[src/rtl/variable_delay_line_if.sv]
// variable_delay_line_if
//   Bundles the sample stream, flow-control and delay-configuration signals
//   of variable_delay_line.
//   master : upstream/controller side (drives samples, STALL, FLUSH, config)
//   slave  : the delay line itself
//   Signals:
//     IN_VALID/IN_DATA/IN_READY  input sample handshake
//     STALL, FLUSH               pipeline freeze / discard
//     CFG_WE/CFG_DELAY/CFG_BUSY  delay change request and pending flag
//     CUR_DELAY, OCCUPANCY       delay in effect, samples inside the tap window
//     OUT_VALID/OUT_DATA         delayed sample (data zero when not valid)
`timescale 1ns/1ps
interface variable_delay_line_if #(
    parameter int WIDTH   = 8,
    parameter int DEPTH_W = 5
);
    logic               IN_VALID;
    logic [WIDTH-1:0]   IN_DATA;
    logic               IN_READY;
    logic               STALL;
    logic               FLUSH;
    logic               CFG_WE;
    logic [DEPTH_W-1:0] CFG_DELAY;
    logic               CFG_BUSY;
    logic [DEPTH_W-1:0] CUR_DELAY;
    logic               OUT_VALID;
    logic [WIDTH-1:0]   OUT_DATA;
    logic [DEPTH_W-1:0] OCCUPANCY;

    modport master (
        output IN_VALID, IN_DATA, STALL, FLUSH, CFG_WE, CFG_DELAY,
        input  IN_READY, CFG_BUSY, CUR_DELAY, OUT_VALID, OUT_DATA, OCCUPANCY
    );

    modport slave (
        input  IN_VALID, IN_DATA, STALL, FLUSH, CFG_WE, CFG_DELAY,
        output IN_READY, CFG_BUSY, CUR_DELAY, OUT_VALID, OUT_DATA, OCCUPANCY
    );
endinterface

[src/rtl/variable_delay_line.sv]
// variable_delay_line
//   Multi-channel delay line: WIDTH-bit samples with a valid flag move through
//   MAX_DEPTH register stages; the output is tapped at stage CUR_DELAY-1.
//   A new delay is only applied once the tap window is empty, so in-flight
//   samples always leave at the delay they entered with.
//   Ports:
//     CLK    rising-edge clock
//     RESET  synchronous, active-high reset
//     bus    variable_delay_line_if.slave (samples, STALL/FLUSH, config, status)
`timescale 1ns/1ps
module variable_delay_line #(
    parameter int WIDTH         = 8,
    parameter int MAX_DEPTH     = 16,
    parameter int DEPTH_W       = 5,
    parameter int DEFAULT_DELAY = 4
) (
    input  logic                     CLK,
    input  logic                     RESET,
    variable_delay_line_if.slave     bus
);

    localparam logic [DEPTH_W-1:0] MAX_D   = DEPTH_W'(MAX_DEPTH);
    localparam int                 DEF_INT = (DEFAULT_DELAY < 1) ? 1 :
                                             (DEFAULT_DELAY > MAX_DEPTH) ? MAX_DEPTH :
                                             DEFAULT_DELAY;
    localparam logic [DEPTH_W-1:0] DEF_D   = DEPTH_W'(DEF_INT);

    typedef enum logic {RUN, DRAIN} state_t;

    state_t             state, next_state;
    logic               stage_valid [MAX_DEPTH];
    logic [WIDTH-1:0]   stage_data  [MAX_DEPTH];
    logic [DEPTH_W-1:0] cur_delay;
    logic [DEPTH_W-1:0] pending;
    logic [DEPTH_W-1:0] occupancy;
    logic               in_ready;
    logic               accept;
    logic               tap_valid;
    logic [WIDTH-1:0]   tap_data;
    logic [DEPTH_W-1:0] cfg_clamped;
    logic               apply_delay;
    logic [DEPTH_W-1:0] new_delay;
    logic [DEPTH_W-1:0] flush_delay;

    function automatic logic [DEPTH_W-1:0] clamp_delay(input logic [DEPTH_W-1:0] d);
        if (d == '0)
            return DEPTH_W'(1);
        else if (d > MAX_D)
            return MAX_D;
        else
            return d;
    endfunction

    assign cfg_clamped = clamp_delay(bus.CFG_DELAY);
    assign accept      = bus.IN_VALID && in_ready;

    // A config write in the apply cycle is the latest request, so it beats PENDING.
    assign new_delay   = bus.CFG_WE ? cfg_clamped : pending;

    // Flush: direct config write first, then any pending change, else keep.
    assign flush_delay = bus.CFG_WE         ? cfg_clamped :
                         (state == DRAIN)   ? pending     :
                                              cur_delay;

    // State register
    always_ff @(posedge CLK) begin
        if (RESET)
            state <= RUN;
        else
            state <= next_state;
    end

    // Next-state logic; apply_delay marks the edge on which CUR_DELAY changes
    // outside of a flush.
    always_comb begin
        next_state  = state;
        apply_delay = 1'b0;
        case (state)
            RUN: begin
                if (bus.CFG_WE) begin
                    if (occupancy == '0 && !accept)
                        apply_delay = 1'b1;
                    else
                        next_state = DRAIN;
                end
            end
            DRAIN: begin
                if (occupancy == '0) begin
                    apply_delay = 1'b1;
                    next_state  = RUN;
                end
            end
            default: next_state = RUN;
        endcase
        if (bus.FLUSH)
            next_state = RUN;
    end

    // Output logic of the controller
    always_comb begin
        in_ready     = (state == RUN) && !bus.STALL && !bus.FLUSH;
        bus.CFG_BUSY = (state == DRAIN);
    end

    assign bus.IN_READY = in_ready;

    // Output tap: compare against each legal delay so the select never
    // indexes past the stage array.
    always_comb begin
        tap_valid = 1'b0;
        tap_data  = '0;
        for (int k = 0; k < MAX_DEPTH; k++) begin
            if (cur_delay == DEPTH_W'(k + 1)) begin
                tap_valid = stage_valid[k];
                tap_data  = stage_data[k];
            end
        end
    end

    // Stages whose valid bit was cleared by a delay change may still hold
    // old data, so the output data is masked by valid.
    assign bus.OUT_VALID = tap_valid;
    assign bus.OUT_DATA  = tap_valid ? tap_data : '0;
    assign bus.CUR_DELAY = cur_delay;
    assign bus.OCCUPANCY = occupancy;

    // Datapath: stage shift, occupancy tracking and delay registers.
    always_ff @(posedge CLK) begin
        if (RESET || bus.FLUSH) begin
            for (int k = 0; k < MAX_DEPTH; k++) begin
                stage_valid[k] <= 1'b0;
                stage_data[k]  <= '0;
            end
            occupancy <= '0;
            if (RESET) begin
                cur_delay <= DEF_D;
                pending   <= DEF_D;
            end else begin
                cur_delay <= flush_delay;
            end
        end else begin
            if (!bus.STALL) begin
                stage_valid[0] <= accept;
                stage_data[0]  <= accept ? bus.IN_DATA : '0;
                for (int k = 1; k < MAX_DEPTH; k++) begin
                    stage_valid[k] <= stage_valid[k-1];
                    stage_data[k]  <= stage_data[k-1];
                end
                case ({accept, tap_valid})
                    2'b10:   occupancy <= occupancy + DEPTH_W'(1);
                    2'b01:   occupancy <= occupancy - DEPTH_W'(1);
                    default: occupancy <= occupancy;
                endcase
            end
            if (bus.CFG_WE)
                pending <= cfg_clamped;
            // Applying a new delay drops everything, including stale entries
            // beyond the old tap that would otherwise surface at a longer delay.
            if (apply_delay) begin
                cur_delay <= new_delay;
                occupancy <= '0;
                for (int k = 0; k < MAX_DEPTH; k++)
                    stage_valid[k] <= 1'b0;
            end
        end
    end

endmodule

[src/flat_wrapper.sv]
// flat-port wrapper written by rule: the top's interface ports become plain ports
module variable_delay_line_flat 
#(
    parameter int WIDTH         = 8,
    parameter int MAX_DEPTH     = 16,
    parameter int DEPTH_W       = 5,
    parameter int DEFAULT_DELAY = 4
)
  (CLK, RESET, bus_IN_VALID, bus_IN_DATA, bus_STALL, bus_FLUSH, bus_CFG_WE, bus_CFG_DELAY, bus_IN_READY, bus_CFG_BUSY, bus_CUR_DELAY, bus_OUT_VALID, bus_OUT_DATA, bus_OCCUPANCY);
  variable_delay_line_if #(.WIDTH(WIDTH), .DEPTH_W(DEPTH_W)) bus_i ();
  input  logic CLK;
  input  logic RESET;
  input wire logic [$bits(bus_i.IN_VALID)-1:0] bus_IN_VALID;
  input wire logic [$bits(bus_i.IN_DATA)-1:0] bus_IN_DATA;
  input wire logic [$bits(bus_i.STALL)-1:0] bus_STALL;
  input wire logic [$bits(bus_i.FLUSH)-1:0] bus_FLUSH;
  input wire logic [$bits(bus_i.CFG_WE)-1:0] bus_CFG_WE;
  input wire logic [$bits(bus_i.CFG_DELAY)-1:0] bus_CFG_DELAY;
  output wire logic [$bits(bus_i.IN_READY)-1:0] bus_IN_READY;
  output wire logic [$bits(bus_i.CFG_BUSY)-1:0] bus_CFG_BUSY;
  output wire logic [$bits(bus_i.CUR_DELAY)-1:0] bus_CUR_DELAY;
  output wire logic [$bits(bus_i.OUT_VALID)-1:0] bus_OUT_VALID;
  output wire logic [$bits(bus_i.OUT_DATA)-1:0] bus_OUT_DATA;
  output wire logic [$bits(bus_i.OCCUPANCY)-1:0] bus_OCCUPANCY;
  assign bus_i.IN_VALID = bus_IN_VALID;
  assign bus_i.IN_DATA = bus_IN_DATA;
  assign bus_i.STALL = bus_STALL;
  assign bus_i.FLUSH = bus_FLUSH;
  assign bus_i.CFG_WE = bus_CFG_WE;
  assign bus_i.CFG_DELAY = bus_CFG_DELAY;
  assign bus_IN_READY = bus_i.IN_READY;
  assign bus_CFG_BUSY = bus_i.CFG_BUSY;
  assign bus_CUR_DELAY = bus_i.CUR_DELAY;
  assign bus_OUT_VALID = bus_i.OUT_VALID;
  assign bus_OUT_DATA = bus_i.OUT_DATA;
  assign bus_OCCUPANCY = bus_i.OCCUPANCY;
  variable_delay_line #(.WIDTH(WIDTH), .MAX_DEPTH(MAX_DEPTH), .DEPTH_W(DEPTH_W), .DEFAULT_DELAY(DEFAULT_DELAY)) u_core (.CLK(CLK), .RESET(RESET), .bus(bus_i));
endmodule
[config.mk]
export PLATFORM = sky130hd
export DESIGN_NAME = variable_delay_line_flat
export DESIGN_NICKNAME = d
export VERILOG_FILES = /design/src/rtl/variable_delay_line_if.sv /design/src/rtl/variable_delay_line.sv /design/src/flat_wrapper.sv
export SDC_FILE = /design/constraint.sdc
export NUM_CORES = 1
export LEC_CHECK = 0
export ABC_AREA = 1
export ABC_CLOCK_PERIOD_IN_PS = 11700
export CAP_MARGIN = 15
export CORE_MARGIN = 3
export CORE_UTILIZATION = 35
export DETAILED_ROUTE_END_ITERATION = 6
export PLACE_DENSITY = 0.51
export SLEW_MARGIN = 20
export SYNTH_ARGS = -nofsm -noshare
export SYNTH_HDL_FRONTEND = slang
export SYNTH_SLANG_ARGS = --single-unit
[constraint.sdc]
create_clock -name CLK -period 11.7 [get_ports CLK]
set_input_delay 2.34 -clock CLK [delete_from_list [all_inputs] [get_ports CLK]]
set_output_delay 2.34 -clock CLK [all_outputs]
set_load 0.02 [all_outputs]
* Yosys cells after proc, flatten, opt, wreduce, memory -nomap -nowiden
Memory sizes are Yosys's and may differ from the RTL's. Cells that the tools add are included.
Word-level totals: logic and storage cells 204, ROM bits 0, bits in writable memories 144, input port bits 19, memories 2, output and inout port bits 21, flip-flop bits (word level) 16, bits in latches 0
Cells by class: mux-type cells 109, reductions and logical operators 16, add/subtract/negate cells 2, magnitude comparators 1, multipliers 0, equality and inequality tests 20, div/mod/pow operators 0, shifts and indexed selects 0, bitwise logic cells 50
Memories:
- u_core.stage_data | depth 16, bits a word 8, read ports 16, clocked after memory_dff 0, write ports 16, line variable_delay_line.sv:32 | logic [WIDTH-1:0] stage_data [MAX_DEPTH];
- u_core.stage_valid | depth 16, bits a word 1, read ports 16, clocked after memory_dff 0, write ports 16, line variable_delay_line.sv:31 | logic stage_valid [MAX_DEPTH];
Operators by type and width (count):
- $mux W8 | 34
- $mux W1 | 62
- $mux W5 | 10
- $or A1 B1 Y1 | 48
- $eq A5 B4 Y1 const B | 8
- $eq A5 B3 Y1 const B | 4
- $eq A5 B2 Y1 const B | 2
- $logic_not A5 Y1 | 2
- $pmux W5 S2 | 1
- $add A5 B1 Y5 const B | 1
- $eq A5 B1 Y1 const B | 1
- $eq A5 B5 Y1 const B | 1
- $gt A5 B5 Y1 const B | 1
- $sub A5 B1 Y5 const B | 1
- $logic_and A1 B1 Y1 | 4
- $ne A4 B3 Y1 const B | 1
- $pmux W1 S2 | 2
- $reduce_and A2 Y1 | 2
- $reduce_bool A2 Y1 | 2
- $reduce_or A2 Y1 | 2
- $logic_not A1 Y1 | 3
- $eq A2 B1 Y1 const B | 1
- $eq A2 B2 Y1 const B | 1
- $ne A2 B2 Y1 const B | 1
- other kinds (2) | 3

* Longest topological paths before layout
Gate-level depths: netlist (run 1).
depth after elaboration 20, depth in mapped cells 25, mapped depth without buffers 25

* Least setup slack after synthesis (run 1)
OpenSTA, ideal clock, no wires.
path type input to register, start point in bus_FLUSH, end point mem u_core.stage_data[0][0], enable pin, data arrival time 4.751 ns, path buffers 0, data required time 10.583 ns, path slack 5.832 ns, library setup time 1.117 ns, stages on the path 2, path through nor2_1 nand2_1
RTL lines:
- from (decl) | line flat_wrapper.sv:16 | input wire logic [$bits(bus_i.FLUSH)-1:0] bus_FLUSH;
- to (decl) | line variable_delay_line.sv:32

* Worst setup path in the final report (run 1)
start point in bus_STALL, end point out bus_IN_READY
On the way: word-level cells in the longest chain between the ends 3
Ends and longest elaborated chain:
- from (decl) | line flat_wrapper.sv:15 | input wire logic [$bits(bus_i.STALL)-1:0] bus_STALL;
- $logic_not A1 Y1 | line variable_delay_line.sv:101 | in_ready = (state == RUN) && !bus.STALL && !bus.FLUSH;
- $logic_and A1 B1 Y1 (2 in a row) | line variable_delay_line.sv:101
- to (decl) | line flat_wrapper.sv:19 | output wire logic [$bits(bus_i.IN_READY)-1:0] bus_IN_READY;
Every way passes these cells.

==> flow_summary.ini, run 1 <==
[outcome]
status = finished clean

[yosys]
synth_edf_count = 146
synth_mux_area_frac = 0
postSynthCellCount = 860
synth-main-ff-cell = edfxtp_1
synth_xor_area_frac = 0.004570
synth_nets = 883
ys_seq_area_frac = 0.6085
ys_warn_count = 0
ys_types = 30
synth_top_family_by_area = simple AND/OR/NAND/NOR gates
synth-compound-area-share = 0.04439
async_reset_ff_frac = 0
synth-simple-area-share = 0.2344
postSynthAreaPerCell_um2 = 8.914
synth_area_um2 = 7666
synth-seq-cells = 160
synthAdderAreaFrac = 0.006528

[die]
die_h_um = 154.0
die_w_um = 154.0
rows = 53
start_util = 0.3601
die_area_um2 = 23710
ios = 40
coreArea_um2 = 21290

[final_layout]
drive_above_1_share = 0.05818
layout.nets = 922
antenna_cells = 0
area_growth_pct = 15.78
fin_area_um2 = 8876

[sta]
final.min_clock_period_ns = 6.181
min_period_over_period = 0.5283
setup_violations = 0
clock_skew_ns = 0.009291
max-slew-margin-rel = 0.3371
hold_viol_final = 0
fmax_mhz = 161.8
worst_pin_slew_ns = 0.9944
rsz0062_at_grt = no
setup_tns_ns = 0
slew_violations = 0
whs_ns = 0.4606

[worst_setup_path]
r2r_setup_slack_ns = 7.50
r2r-end = u_core.bus.OCCUPANCY[4]
required_ns = 9.36
timing.rr.start = u_core.bus.CUR_DELAY[0]
cp_max_fo = 5
crit_path_start = bus_STALL
r2r_cells = 21
crit_path_end_kind = output pin
worst_ep_arrival_time_ns = 3.84
crit_path_start_kind = primary input
criticalPathCategory = primary input to output pin
cp-endpoint = bus_IN_READY

[global_routing]
track_usage = 0.1450
grt_pass1_wl_um = 27570
antenna_found_initial = 0
grt_max_degree = 81
grt_pass1_vias = 5434
gr-total-overflow = 0

[placed_design]
hpwl_um = 10680
place_congestion = 0.7286
io_buffers = 39
placed_area_um2 = 8347

[pwr]
ir_worst_vdd_v = 0.00009861
p_leak_nw = 3.433
powerDensity_nw_per_um2 = 144.1
finalPower_mw = 1.279

[route]
drc = 0
avgRoutedWirePerCell_um = 13.70
drt-vias-per-instance = 4.550
via_count = 5396
drt-pass1-iter-count = 4
finalWirelength_um = 16250
antenna_left = 0
drt_iter0_drc = 370

[clock_tree]
clk_path_buf_depth = 2
cts.clk_slew.worst_paths_ns = 0.06
postCtsSetupBuffers = 0
numCtsBuffers = 17
tritoncts = yes
insertion_delay_ns = 0.42
cts-resized-gates = 0
htree_num_levels = 4
hold_buffers = 0
clock-sinks = 160
clockRootBuffer = clkbuf_16

[run]
cap_violations = 0

[min_path]
hold_class = flop to flop
worstHoldPathCells = 2
==> logic make-up (layout without fill, tap and decap cells) <==
| family | after synthesis | count (layout) |
|---|---|---|
| flops | 160 | 160 |
| buf+inv | 207 | 258 |
| xor+xnor | 4 | 4 |
| compound gates | 57 | 57 |
| fa+ha+maj | 4 | 4 |
| simple gates | 428 | 428 |
==> metal layers <==
layer / wire, µm / part of all wire / track usage
met5: 0 / 0 / 0
met4: 137 / 0.0084 / 0.03532
met3: 492 / 0.030 / 0.03406
met2: 7669 / 0.47 / 0.2321
met1: 7951 / 0.49 / 0.2004
==> synthesized netlist by cell type (7+ instances only) <==
cell type | count | area [µm²]
nor2_1 | 186 | 698.2
inv_1 | 180 | 675.7
nand2_1 | 170 | 638.1
edfxtp_1 | 146 | 4384
nand4_1 | 28 | 175.2
a21oi_1 | 25 | 125.1
clkbuf_1 | 19 | 71.32
dfxtp_1 | 14 | 280.3
nand3_1 | 14 | 70.07
o211ai_1 | 14 | 105.1
nor3_1 | 11 | 55.05
o21ai_0 | 10 | 50.05
nor2_2 | 7 | 43.79
==> critical path, stage by stage <==
cell             delay, ns
clkdlybuf4s50_1       0.53
nor3_1                0.31
clkdlybuf4s50_1       0.66
==> sequential cells by signal, summed over array words and instances (netlist names) <==
signal	cells
u_core.stage_valid	16
u_core.bus.CFG_BUSY	1
u_core.pending	5
u_core.bus.OCCUPANCY	5
u_core.stage_data	128
u_core.bus.CUR_DELAY	5
==> per-stage QoR <==
| stage | instances | util | setup WS, ns |
|---|---|---|---|
| 3_5_place_dp | 1155 | 0.3921 | 5.526 |
| 3_3_place_gp | 1155 | 0.3921 | 5.579 |
| 6_report | 1186 | 0.4170 | 5.519 |
| 2_1_floorplan | 860 | - | 5.832 |
| 5_1_grt | 1186 | 0.4170 | 5.195 |
| 4_1_cts | 1186 | 0.4170 | 5.511 |
==> layout make-up <==
| cell class | instances | area [µm²] |
|---|---|---|
| Tap cell | 275 | 344.1 |
| Clock buffer | 19 | 432.9 |
| Fill cell | 2135 | 12410 |
| Inverter | 185 | 695.7 |
| Multi-Input combinational cell | 493 | 2230 |
| Sequential cell | 160 | 4664 |
| Clock inverter | 12 | 96.34 |
| Timing Repair Buffer | 42 | 412.9 |
==> worst min-delay path by stage <==
stage                                         from                        to
after floorplan           u_core.stage_valid[1][7]  u_core.stage_valid[1][7]
after global placement    u_core.stage_valid[1][7]  u_core.stage_valid[1][7]
after detailed placement  u_core.stage_valid[1][1]  u_core.stage_valid[1][2]
after CTS                 u_core.stage_valid[1][1]  u_core.stage_valid[1][2]
after global routing      u_core.stage_valid[1][1]  u_core.stage_valid[1][2]
final                     u_core.stage_valid[1][1]  u_core.stage_valid[1][2]
==> layout by cell type (no fill, tap or decap), drive strengths merged, types with 5 or more instances in the layout <==
| cell type | Yosys | routed |
|---|---|---|
| edfxtp | 146 | 146 |
| o21ai | 10 | 10 |
| clkdlybuf4s50 | 0 | 39 |
| nor2 | 197 | 197 |
| nand3 | 14 | 14 |
| nand4 | 29 | 29 |
| a21oi | 25 | 25 |
| dfxtp | 14 | 14 |
| clkinv | 0 | 9 |
| or2 | 5 | 5 |
| clkbuf | 19 | 19 |
| nand2 | 171 | 171 |
| inv | 185 | 184 |
| o211ai | 14 | 14 |
| nor3 | 11 | 11 |
==> power breakdown <==
part	leakage [nW]	total, mW	internal (mW)	switching (mW)
Clock	0.251	0.513	0.288	0.225
Combinational	1.38	0.103	0.0324	0.0707
Sequential	1.80	0.663	0.648	0.0149
(Power assumes the default switching activity.)
==> run 2: changes to the inputs <==
Settings changed: ABC_CLOCK_PERIOD_IN_PS 11700 to 5840.
Clock period 11.7 ns to 5.84 ns, I/O delays scaled along.
==> flow_summary.ini, run 2 (same netlist as run 1, synthesis figures left out) <==
[worst_setup_path]
cp_max_fo = 24
worst_ep_arrival_time_ns = 3.64
timing.rr.start = u_core.bus.CUR_DELAY[0]
required_ns = 4.67
r2r-end = u_core.bus.OCCUPANCY[4]
r2r_cells = 21
crit_path_end_kind = output pin
r2r_setup_slack_ns = 1.78
critPathSlowestCell = edfxtp_1
path_cells = nand2_1, nor2_2, nand2_1, nand2_1, nand2_1, nand4_1, nand2_1, nand4_1, nand2_1, nand3_1, nand2_1, nand2_1, nand2_1, nor2_1, clkdlybuf4s50_1
max_stage_delay_ns = 0.96
crit_path_start_kind = flop
criticalPathCategory = flop to output pin
cp_common_cell = nand2_1

[min_path]
hp-start = u_core.stage_valid[1][7]
whs_endpoint = u_core.stage_valid[1][7]
hold_class = flop to flop
worstHoldPathCells = 2

[pwr]
p_clk_frac = 0.395
combPwrFrac = 0.082
p_leak_nw = 3.454
p_switching_mw = 0.6380
finalPower_mw = 2.545
swShare = 0.2507
pwr-share-seq = 0.522
ir_worst_vdd_v = 0.0001948
intPower_mw = 1.907
powerDensity_nw_per_um2 = 285.1

[global_routing]
gr-total-overflow = 0
grt_max_degree = 77
track_usage = 0.1438
antenna_found_initial = 0
grt_pass1_wl_um = 27400
grt_pass1_vias = 5284

[sta]
final.min_clock_period_ns = 4.806
hold_viol_final = 0
setup_tns_ns = 0
rsz0062_at_grt = no
setup_violations = 0
max-slew-margin-rel = 0.3763
min_period_over_period = 0.8229
clock_skew_ns = 0.01023
slew_violations = 0
fmax_mhz = 208.1
worst_pin_slew_ns = 0.9356

[route]
avgRoutedWirePerCell_um = 13.85
drt-vias-per-instance = 4.509
finalWirelength_um = 16500
drt_iter0_drc = 267
via_count = 5370
drc = 0
antenna_left = 0
drt-pass1-iter-count = 5

[clock_tree]
hold_buffers = 0
cts.clk_slew.worst_paths_ns = 0.06
clockRootBuffer = clkbuf_16
postCtsSetupBuffers = 0
numCtsBuffers = 17
tritoncts = yes
clock-sinks = 160
htree_num_levels = 4
clk_path_buf_depth = 2
insertion_delay_ns = 0.42
cts-resized-gates = 0

[die]
die_w_um = 154.0
die_area_um2 = 23710
die_h_um = 154.0
coreArea_um2 = 21290
ios = 40
rows = 53
start_util = 0.3601

[final_layout]
largest_register_ffs = 128
layout.nets = 926
area_growth_pct = 16.47
regMostFlops = u_core.stage_data
antenna_cells = 0
layout_common_cells = nor2_1 (186), inv_1 (180), nand2_1 (169)
top_regs = u_core.stage_data: 128 flops, u_core.stage_valid: 16 flops
multiInputGateArea_um2 = 2238
mostFrequentLayoutCell = nor2_1
fill_cells = 2159
drive_above_1_share = 0.06332
ff_latch_area_um2 = 4664

[placed_design]
place_congestion = 0.7684
hpwl_um = 10870
io_buffers = 39

[outcome]
status = finished clean

[run]
cap_violations = 0
[run 2: changes by cell type in the layout (fill, tap and decap cells not counted), moves of 2 or more]
cell,change
buf_12,+2
buf_4,+2
clkinv_2,-2
inv_6,+3
[run 2: worst max-delay path by stage]
stage                                  from                 endpoint
detailed placement  u_core.bus.CUR_DELAY[0]          bus_OUT_DATA[7]
global route        u_core.bus.CUR_DELAY[0]          bus_OUT_DATA[0]
finish              u_core.bus.CUR_DELAY[0]          bus_OUT_DATA[0]
CTS                 u_core.bus.CUR_DELAY[0]          bus_OUT_DATA[7]
global placement    u_core.bus.CUR_DELAY[0]          bus_OUT_DATA[0]
floorplan                         bus_FLUSH  u_core.stage_data[0][0]
[run 2: area by class of cell]
type	count	share of cell area
well taps	275	0.03854
clock inverters	13	0.009669
inverters	185	0.07777
clock buffers	19	0.04849
multi-input cells	493	0.2507
repair buffers	46	0.05241
flip-flops and latches	160	0.5224
[run 2: metal layers]
layer  up-vias  global-route usage  routed length, µm
met5         -                   0                  0
met4         0             0.03616                154
met3         9             0.03490                513
met2        69              0.2255               7574
met1      2490              0.2016               8255
li1       2802                   -                  -
[run 2: per-stage QoR]
step	utilization	area [µm²]	hold slack, ns	instances	setup WS [ns]
2_1_floorplan	-	7666	0.4410	860	1.144
3_3_place_gp	0.3946	8401	0.4611	1159	1.516
3_5_place_dp	0.3946	8401	0.4651	1159	1.460
4_1_cts	0.4190	8920	0.4748	1191	0.9841
5_1_grt	0.4194	8929	0.4814	1191	0.6615
6_report	0.4194	8929	0.4743	1191	1.034
[run 2: power groups by stage]
stage                     clock network (mW)  registers [mW]  logic, mW
after floorplan                            0            1.35      0.134
after global placement                     0            1.35      0.213
after detailed placement                   0            1.35      0.212
after CTS                               1.03            1.33      0.213
after global routing                    1.08            1.34      0.237
final                                   1.01            1.33      0.210
[run 2: critical path: cells and delay by family (launching register included)]
family                 cells  cell delay (ns)
buffers and inverters      1             0.60
DFF                        1             0.96
and+or+nand+nor           14             1.63
==> run 3: changes to the inputs <==
Settings changed: ABC_CLOCK_PERIOD_IN_PS 5840 to 4050, PLACE_DENSITY 0.51 to 0.53.
Clock period 5.84 ns to 4.05 ns, I/O delays scaled along.
==> flow_summary.ini, run 3 (same netlist as run 1, synthesis figures left out) <==
[sta]
setup_tns_ns = 0
slew_violations = 0
fmax_mhz = 265.9
setup_violations = 0
rsz0062_at_grt = no
final.min_clock_period_ns = 3.761
hold_viol_final = 0
max-slew-margin-rel = 0.4197
clock_skew_ns = 0.01049
min_period_over_period = 0.9286
worst_pin_slew_ns = 0.8705

[clock_tree]
clockRootBuffer = clkbuf_16
clk_path_buf_depth = 2
clock-sinks = 160
numCtsBuffers = 17
insertion_delay_ns = 0.43
hold_buffers = 0
htree_num_levels = 4
tritoncts = yes
cts.clk_slew.worst_paths_ns = 0.06

[die]
rows = 53
start_util = 0.3601
die_h_um = 154.0
die_w_um = 154.0
ios = 40
die_area_um2 = 23710
coreArea_um2 = 21290

[final_layout]
mostFrequentLayoutCell = nor2_1
top_regs = u_core.stage_data: 128 flops, u_core.stage_valid: 16 flops
regMostFlops = u_core.stage_data
layout.nets = 942
antenna_cells = 0
largest_register_ffs = 128
final_util = 0.4301
drive_above_1_share = 0.08691
area_growth_pct = 19.42
final_cell_count_no_fill = 1207
fill_cells = 2071
layout_common_cells = nor2_1 (185), inv_1 (180), nand2_1 (167)

[worst_setup_path]
r2r_setup_slack_ns = 0.50
criticalPathCategory = flop to output pin
cpLargestDelayFamily = simple AND/OR/NAND/NOR gates
critPathSlowestCell = clkdlybuf4s50_1
required_ns = 3.24
r2r_cells = 25
worst_ep_arrival_time_ns = 2.95
cp-endpoint = bus_OUT_DATA[1]
r2r-end = u_core.bus.OCCUPANCY[4]
cp_max_fo = 7
cp_common_cell = nand2_1
max_stage_delay_ns = 0.52
crit_path_end_kind = output pin
timing.rr.start = u_core.bus.CUR_DELAY[4]
cp.depth = 16
path_cells = buf_4, nor2_4, nand2_4, nor2_8, nand2_1, nand2_1, nand3_1, nand2_1, nand4_1, nor2_1, nand4_1, nor2_1, nand3_1, nand2_1, inv_1, clkdlybuf4s50_1
crit_path_start_kind = flop
crit_path_start = u_core.bus.CUR_DELAY[4]
timing.critical_path.buf_inv = 3

[pwr]
p_switching_mw = 0.9303
ir_worst_vdd_v = 0.0002907
p_leak_nw = 3.698
combPwrFrac = 0.085
intPower_mw = 2.953
pwr-share-seq = 0.491
p_clk_frac = 0.424
powerDensity_nw_per_um2 = 424.2
swShare = 0.2395

[route]
drc = 0
antenna_left = 0
avgRoutedWirePerCell_um = 13.46
via_count = 5495
finalWirelength_um = 16250
drt-vias-per-instance = 4.553
drt_iter0_drc = 375
drt-pass1-iter-count = 5

[outcome]
status = finished clean

[global_routing]
grt_pass1_wl_um = 27590
use_met3 = 0.03546
antenna_found_initial = 0
track_usage = 0.1437
grt-busiest-layer = met2
use_met2 = 0.2269
gr-total-overflow = 0
grt_max_degree = 81
grt.met1_usage = 0.1997
grt_pass1_vias = 5428

[placed_design]
hpwl_um = 10800
io_buffers = 39
dp.cells = 1170
place_congestion = 0.7811

[min_path]
hp-start = u_core.stage_valid[1][7]
hold_class = flop to flop

[run]
cap_violations = 0
## run 3: cell count changes in the layout (fill, tap and decap cells not counted), sizes merged
| cell | previous run | this run |
|---|---|---|
| bufinv | 0 | 3 |
| clkinv | 6 | 3 |
| dlymetal6s2s | 0 | 7 |
| clkdlybuf4s50 | 39 | 32 |
| buf | 7 | 23 |
## run 3: through the flow
stage | instance area (µm²) | hold WS (ns) | total power, mW | setup WS [ns]
CTS | 9082 | 0.4719 | 3.918 | 0.02571
finish | 9155 | 0.4688 | 3.883 | 0.2892
global route | 9155 | 0.5016 | 4.038 | 0.02049
floorplan | 7669 | 0.4410 | 2.136 | 0.5854
detailed placement | 8479 | 0.4624 | 2.264 | 0.4444
global placement | 8479 | 0.4629 | 2.261 | 0.4967
## run 3: worst min-delay path by stage
stage                                           to  slack [ns]  depth (start not counted)
after floorplan           u_core.stage_valid[1][7]        0.44                          2
after global placement    u_core.stage_valid[1][2]        0.46                          2
after detailed placement  u_core.stage_valid[1][2]        0.46                          2
after CTS                 u_core.stage_valid[1][2]        0.47                          2
after global routing      u_core.stage_valid[1][4]        0.50                          2
final                     u_core.stage_valid[1][7]        0.47                          2
## run 3: repair_timing
action / in CTS / in global routing
setup endpoints to repair: 1 / 9
cloned: 0 / 0
pin swaps: 0 / 1
buffers inserted: 0 / 5
resized for setup: 2 / 12
## run 3: cell type report
| cell class | count | area (µm²) | share of cell area |
|---|---|---|---|
| Clock buffer | 19 | 432.9 | 0.04729 |
| Clock inverter | 13 | 160.2 | 0.01749 |
| Inverter | 185 | 694.4 | 0.07585 |
| Multi-Input combinational cell | 493 | 2266 | 0.2475 |
| Sequential cell | 160 | 4664 | 0.5095 |
| Tap cell | 275 | 344.1 | 0.03758 |
| Timing Repair Buffer | 62 | 593.1 | 0.06478 |
## run 3: worst reg2reg max path, stage by stage (launching register included)
cell,delay [ns]
edfxtp_1,0.47
buf_4,0.19
nor2_4,0.13
nand2_4,0.11
nor2_8,0.15
nand2_1,0.06
nand2_1,0.08
nand3_1,0.06
nand2_1,0.09
nand4_1,0.08
nor2_1,0.10
nand4_1,0.09
nor2_1,0.09
nand3_1,0.16
ha_1,0.33
xor2_1,0.19
ha_1,0.20
a21o_1,0.17
nand2_1,0.07
nand2_1,0.05
a21oi_1,0.12
inv_1,0.06
o21ai_0,0.15
a21oi_1,0.07
o21ai_0,0.15
a21oi_1,0.05
## run 3: power by group through the flow
stage | clock network (mW) | logic [mW] | registers, mW
3_5_place_dp | 0 | 0.320 | 1.94
6_report | 1.65 | 0.329 | 1.91
5_1_grt | 1.75 | 0.374 | 1.92
4_1_cts | 1.69 | 0.324 | 1.91
2_1_floorplan | 0 | 0.193 | 1.94
3_3_place_gp | 0 | 0.319 | 1.94
## run 3: layer usage
layer	routed length (µm)	vias up
li1	-	2833
met1	7996	2560
met2	7481	88
met3	621	14
met4	151	0
met5	0	-
